[src/rtl/k12a_fetch_if.sv]
// Fetch-stage bus: control/redirect inputs, byte-wide memory read port, and the
// program counter and instruction register views.
interface k12a_fetch_if;
  logic        fetch_start;
  logic        pc_load;
  logic [15:0] pc_load_value;
  logic        skip;
  logic        mem_ready;
  logic [7:0]  mem_data;
  logic [15:0] mem_addr;
  logic        mem_rd;
  logic [15:0] pc;
  logic [15:0] inst;
  logic        inst_valid;
  logic        busy;

  modport master (
    output fetch_start, pc_load, pc_load_value, skip, mem_ready, mem_data,
    input  mem_addr, mem_rd, pc, inst, inst_valid, busy
  );

  modport slave (
    input  fetch_start, pc_load, pc_load_value, skip, mem_ready, mem_data,
    output mem_addr, mem_rd, pc, inst, inst_valid, busy
  );
endinterface

[src/rtl/k12a_fetch.sv]
// Instruction fetch: owns the PC, reads two bytes (high first) from byte memory
// and assembles the 16-bit instruction register; handles jump loads and skips.
module k12a_fetch #(
  parameter logic [15:0] RESET_PC   = 16'h0000,
  parameter logic [15:0] RESET_INST = 16'h0000
) (
  input  logic         clock,
  input  logic         reset,
  k12a_fetch_if.slave  bus
);

  typedef enum logic [1:0] {IDLE, FETCH_HI, FETCH_LO} state_e;

  state_e      state_q, state_d;
  logic [15:0] pc_q, pc_d;
  logic [15:0] inst_q, inst_d;
  logic [7:0]  hi_q, hi_d;
  logic        vld_q, vld_d;

  always_ff @(posedge clock or posedge reset) begin
    if (reset) begin
      state_q <= IDLE;
      pc_q    <= RESET_PC;
      inst_q  <= RESET_INST;
      hi_q    <= 8'h00;
      vld_q   <= 1'b0;
    end else begin
      state_q <= state_d;
      pc_q    <= pc_d;
      inst_q  <= inst_d;
      hi_q    <= hi_d;
      vld_q   <= vld_d;
    end
  end

  always_comb begin
    state_d = state_q;
    pc_d    = pc_q;
    inst_d  = inst_q;
    hi_d    = hi_q;
    vld_d   = 1'b0;
    unique case (state_q)
      IDLE: begin
        if (bus.pc_load)          pc_d = bus.pc_load_value;
        else if (bus.skip)        pc_d = pc_q + 16'd2;
        else if (bus.fetch_start) state_d = FETCH_HI;
      end
      FETCH_HI: begin
        // A redirect wins over a completing byte; the partial fetch is dropped.
        if (bus.pc_load) begin
          pc_d    = bus.pc_load_value;
          state_d = IDLE;
        end else if (bus.mem_ready) begin
          hi_d    = bus.mem_data;
          pc_d    = pc_q + 16'd1;
          state_d = FETCH_LO;
        end
      end
      FETCH_LO: begin
        if (bus.pc_load) begin
          pc_d    = bus.pc_load_value;
          state_d = IDLE;
        end else if (bus.mem_ready) begin
          inst_d  = {hi_q, bus.mem_data};
          pc_d    = pc_q + 16'd1;
          vld_d   = 1'b1;
          state_d = IDLE;
        end
      end
      default: state_d = IDLE;
    endcase
  end

  assign bus.mem_addr   = pc_q;
  assign bus.mem_rd     = (state_q != IDLE);
  assign bus.busy       = (state_q != IDLE);
  assign bus.pc         = pc_q;
  assign bus.inst       = inst_q;
  assign bus.inst_valid = vld_q;

endmodule

[src/flat_wrapper.sv]
// flat-port wrapper written by rule: the top's interface ports become plain ports
module k12a_fetch_flat 
#(
  parameter logic [15:0] RESET_PC   = 16'h0000,
  parameter logic [15:0] RESET_INST = 16'h0000
)
  (clock, reset, bus_fetch_start, bus_pc_load, bus_pc_load_value, bus_skip, bus_mem_ready, bus_mem_data, bus_mem_addr, bus_mem_rd, bus_pc, bus_inst, bus_inst_valid, bus_busy);
  k12a_fetch_if bus_i ();
  input  logic clock;
  input  logic reset;
  input wire logic [$bits(bus_i.fetch_start)-1:0] bus_fetch_start;
  input wire logic [$bits(bus_i.pc_load)-1:0] bus_pc_load;
  input wire logic [$bits(bus_i.pc_load_value)-1:0] bus_pc_load_value;
  input wire logic [$bits(bus_i.skip)-1:0] bus_skip;
  input wire logic [$bits(bus_i.mem_ready)-1:0] bus_mem_ready;
  input wire logic [$bits(bus_i.mem_data)-1:0] bus_mem_data;
  output wire logic [$bits(bus_i.mem_addr)-1:0] bus_mem_addr;
  output wire logic [$bits(bus_i.mem_rd)-1:0] bus_mem_rd;
  output wire logic [$bits(bus_i.pc)-1:0] bus_pc;
  output wire logic [$bits(bus_i.inst)-1:0] bus_inst;
  output wire logic [$bits(bus_i.inst_valid)-1:0] bus_inst_valid;
  output wire logic [$bits(bus_i.busy)-1:0] bus_busy;
  assign bus_i.fetch_start = bus_fetch_start;
  assign bus_i.pc_load = bus_pc_load;
  assign bus_i.pc_load_value = bus_pc_load_value;
  assign bus_i.skip = bus_skip;
  assign bus_i.mem_ready = bus_mem_ready;
  assign bus_i.mem_data = bus_mem_data;
  assign bus_mem_addr = bus_i.mem_addr;
  assign bus_mem_rd = bus_i.mem_rd;
  assign bus_pc = bus_i.pc;
  assign bus_inst = bus_i.inst;
  assign bus_inst_valid = bus_i.inst_valid;
  assign bus_busy = bus_i.busy;
  k12a_fetch #(.RESET_PC(RESET_PC), .RESET_INST(RESET_INST)) u_core (.clock(clock), .reset(reset), .bus(bus_i));
endmodule
[config.mk]
export PLATFORM = sky130hd
export DESIGN_NAME = k12a_fetch_flat
export DESIGN_NICKNAME = d
export VERILOG_FILES = /design/src/rtl/k12a_fetch_if.sv /design/src/rtl/k12a_fetch.sv /design/src/flat_wrapper.sv
export SDC_FILE = /design/constraint.sdc
export NUM_CORES = 1
export LEC_CHECK = 0
export BUFFER_PORTS_ARGS = -buffer_cell sky130_fd_sc_hd__clkbuf_2
export CORE_AREA = 2 2 101 103
export CTS_CLUSTER_DIAMETER = 40
export DETAILED_ROUTE_END_ITERATION = 10
export DIE_AREA = 0 0 103 105
export SETUP_SLACK_MARGIN = 0.5
export SLEW_MARGIN = 20
export SYNTH_ARGS = -nofsm -noshare
export SYNTH_HDL_FRONTEND = slang
export SYNTH_SLANG_ARGS = --single-unit
[constraint.sdc]
create_clock -name clock -period 2.3 [get_ports clock]
set_input_delay 0.345 -clock clock [delete_from_list [all_inputs] [get_ports clock]]
set_output_delay 0.345 -clock clock [all_outputs]
set_load 0.005 [all_outputs]
==> run summary <==
Counting every net in the synthesized netlist gives 304. The root buffer cell chosen for the clock tree is sky130_fd_sc_hd__clkbuf_8. The internal power of the cells totals 2290 uW. The floorplan has 36 rows. In this run, post-CTS hold repair placed 0 buffers.

The clock network latency to the later pin of the worst-skew pair was 0.30 ns; the total inserted antenna cells was 0. The tools report the via count of the first global-routing pass as 2189. At the pin with the least slew margin, the transition time is 0.573 ns. The post-synthesis to final-layout area growth came out at 33.6%.

The average via count per standard cell is 4.60. OpenSTA, run right after detailed placement, puts the worst setup slack at 0.291 ns. Yosys printed 0 warnings. In this run the critical register-to-register path is launched from u_core.state_q[1]. The net switching power figure came out at 1520 uW. Measured along the x axis, the die boundary spans 103 um.

The worst setup path is launched from a flop. Setup repair after global routing could not meet its margin everywhere. Most used flip-flop cell after synthesis: sky130_fd_sc_hd__dfrtp_1. The dominant combinational cell family by area after synthesis is simple AND/OR/NAND/NOR gates. The number of register bits inferred by synthesis works out to 43. The H-tree was split into 2 levels. The total setup violations reported at the end of the flow was 0. TritonCTS built the clock tree. The tools report the slack of the critical path as 0.485 ns. Data on the critical path arrives at its endpoint at 2.01 ns.

In the synthesized netlist, the cells that appear most often are 65 x sky130_fd_sc_hd__nand2_1, 43 x sky130_fd_sc_hd__dfrtp_1, 19 x sky130_fd_sc_hd__a21oi_1. The area of the die is 0.0108 mm2, and the combinational share of power is 0.464. For the post-route DRC violation count, the log shows 0.

The floorplan step set the die height to 105 um. The critical path is of the reg2reg type. In the final routed layout, each cell accounts on average for 14.4 um. Counting flops with a built-in enable in the synthesized netlist gives 0. The tools report the relative slew slack as 0.618.

STA puts the critical path data required time at 2.49 ns. Summed over all instances, the cell type with the most area after synthesis is sky130_fd_sc_hd__dfrtp_1. For this run, the post-layout net count is 389.

The fraction of power consumed by the clock network is 0.164. The run finished with clean final reports. The post-synthesis compound-gate area fraction was 0.140. The number of nets with antenna violations after routing was 0.

The run gives 5 as the number of buffers created by CTS. The XOR/XNOR share of the synthesized area was 0.00733; the buffer levels on the longest clock path was 2. The power per unit of standard cell area is 1190 mW/mm2.

Summed over all nets, the half-perimeter wirelength after detailed placement is 4.84 mm. Initial standard-cell utilization of the core: 0.248. The multiplexer area fraction after synthesis was 0.0508.

The number of cells on the worst reg-to-reg path is 7, and the number of antenna violations at the first check in global routing is 0. Fraction of synthesized cell area taken by the top area cell type: 0.450. Clock tree synthesis found a total of 43 sinks.

The cell area that synthesis handed to floorplanning was 0.00239 mm2. The net switching fraction of the power was 0.398; the final worst clock skew was 0.00497 ns. 81 I/O pins were placed. The violation count after the first detailed-routing iteration is 83.

The accumulated negative setup slack is 0 ns, and the final routed wirelength across all metal layers is 7.02 mm. The tools report the number of hold-slack violations in the final timing report as 0. Sequential fraction of the synthesis area: 0.450. The capture instance of the worst register-to-register path is u_core.bus.mem_addr[9]. For the setup slack on the worst flop-to-flop path, the log shows 0.49 ns. The clock period could shrink to 1.81 ns. The worst voltage drop across the vdd grid came out at 0.000654 V.

For the number of distinct library cells after synthesis, the log shows 47. In this run the worst path has a maximum fanout of 5. Sorting the synthesized cells by area gives the leading types as sky130_fd_sc_hd__dfrtp_1 45%, sky130_fd_sc_hd__nand2_1 10%, sky130_fd_sc_hd__buf_4 5.7%, sky130_fd_sc_hd__a21oi_1 4.0%, sky130_fd_sc_hd__mux2_2 3.8%.

A synthesized cell averages 8.92 um2. The tools report the number of max-slew violations in the final report as 0. The most common cell in the synthesized netlist is sky130_fd_sc_hd__nand2_1. The clock input transition at the sequential cells of the worst setup and hold paths came out at 0.09 ns.

For this run the aggregate overflow at the end of global routing stands at 0. The number of buffers added on ports was 80; the core footprint was 0.00964 mm2. The first global-routing pass estimated 11.2 mm of wire. The fmax is 551 MHz, and the static power due to leakage is 0.00156 uW. For the largest net degree at the start of global routing, the log shows 44. The share of cells above drive strength 1 was 0.438; the total routing usage reported by global routing was 0.130. The length of the first detailed-routing pass in iterations is 4, and the simple-gate area share of the yosys netlist is 0.233. The tools report the weighted congestion reported at the end of routability-driven placement as 0.793.

Synthesis handed over a netlist of 268 instances. The kind of path behind the tightest hold check is in2async. For this block, the via count after detailed routing is 2238. The adder-cell share of the synthesized area was 0.0314; the share of the clock period used by the worst path was 0.789. The tools report the critical path endpoint category as a flop.

Max-cap check violation count: 0. The run gives 0.373 as the sequential fraction of design power. The fraction of registers with async set or reset after synthesis works out to 1.00.
## metal layers
layer	GRT usage	share of wire	vias up	wire length, um
li1	-	-	1078	-
met1	0.170	0.44	1070	3080
met2	0.214	0.48	87	3380
met3	0.0401	0.079	3	555
met4	0.0207	0.0014	0	10
met5	0	0	-	0
## flip-flops by register name (all words and copies together) (netlist names)
signal                 count
u_core.bus.inst           16
u_core.hi_q                8
u_core.bus.mem_addr       16
u_core.state_q             2
u_core.bus.inst_valid      1
## critical path, stage by stage (launching register included)
cell and delay (ns):
sky130_fd_sc_hd__dfrtp_1 0.40, sky130_fd_sc_hd__inv_2 0.09, sky130_fd_sc_hd__ha_4 0.23, sky130_fd_sc_hd__nand2b_4 0.08, sky130_fd_sc_hd__or3b_4 0.40, sky130_fd_sc_hd__or3_4 0.38, sky130_fd_sc_hd__o21ai_2 0.07, sky130_fd_sc_hd__a21oi_2 0.06
## power by group through the flow
stage,combinational (uW),clock (uW),sequential (uW)
finish,1770,624,1420
global route,1990,674,1470
CTS,1680,634,1410
detailed placement,1480,0,1450
global placement,1450,0,1440
floorplan,1070,0,1370
## how the worst max path moves through the flow
| stage | start | to | depth (start not counted) |
|---|---|---|---|
| after floorplan | u_core.state_q[0] | u_core.bus.mem_addr[8] | 8 |
| after global placement | u_core.state_q[1] | u_core.bus.mem_addr[10] | 8 |
| after detailed placement | u_core.state_q[1] | u_core.bus.mem_addr[10] | 8 |
| after CTS | u_core.state_q[0] | u_core.bus.mem_addr[9] | 7 |
| after global routing | u_core.state_q[0] | u_core.bus.mem_addr[9] | 7 |
| final | u_core.state_q[1] | u_core.bus.mem_addr[9] | 7 |
## cells in the final DEF (no fill, tap or decap), types with 4 or more instances in the layout
cell type / instances
sky130_fd_sc_hd__o22ai_1: 7
sky130_fd_sc_hd__nand2_1: 63
sky130_fd_sc_hd__a21oi_1: 18
sky130_fd_sc_hd__o21ai_0: 9
sky130_fd_sc_hd__nor2_1: 12
sky130_fd_sc_hd__nor2b_1: 4
sky130_fd_sc_hd__nand3_1: 6
sky130_fd_sc_hd__dfrtp_1: 39
sky130_fd_sc_hd__mux2_2: 8
sky130_fd_sc_hd__nand4_1: 6
sky130_fd_sc_hd__clkbuf_8: 5
sky130_fd_sc_hd__inv_1: 4
sky130_fd_sc_hd__dfrtp_2: 4
sky130_fd_sc_hd__ha_1: 4
sky130_fd_sc_hd__buf_4: 23
sky130_fd_sc_hd__nand2b_1: 4
sky130_fd_sc_hd__clkbuf_2: 80
## stage by stage
stage | utilization | power (uW) | hold WS (ns) | cells | cell area (um2)
floorplan | - | 2440 | 0.433 | 268 | 2420
global placement | 0.296 | 2890 | 0.442 | 460 | 2860
detailed placement | 0.296 | 2930 | 0.455 | 460 | 2860
CTS | 0.320 | 3720 | 0.184 | 480 | 3080
global route | 0.332 | 4140 | 0.213 | 487 | 3200
finish | 0.332 | 3810 | 0.147 | 487 | 3200
## cell type report
cell class	instances	area [um2]
repair buffers	104	584
well taps	133	166
fillers	1053	6440
clock inverters	3	47.5
inverters	9	33.8
clock buffers	5	68.8
flip-flops and latches	43	1080
multi-input cells	190	1210
## what timing repair did
item                                   4_1_cts  5_1_grt
resized for setup                            8       14
setup endpoints to repair                   16       14
gates cloned                                 0        1
endpoints found under the hold margin        0        0
setup buffers                               12        6
pin swaps                                    2        7
## kinds of logic (layout without fill, tap and decap cells)
| logic type | Yosys count | count (layout) |
|---|---|---|
| buffers and inverters | 36 | 121 |
| and+or+nand+nor | 117 | 118 |
| AOI/OAI and AO/OA | 53 | 53 |
| adders and majority gates | 6 | 6 |
| DFF | 43 | 43 |
| muxes | 11 | 11 |
| xor gates and xnor gates | 2 | 2 |
Note: power is estimated with default switching activity, not from simulation.
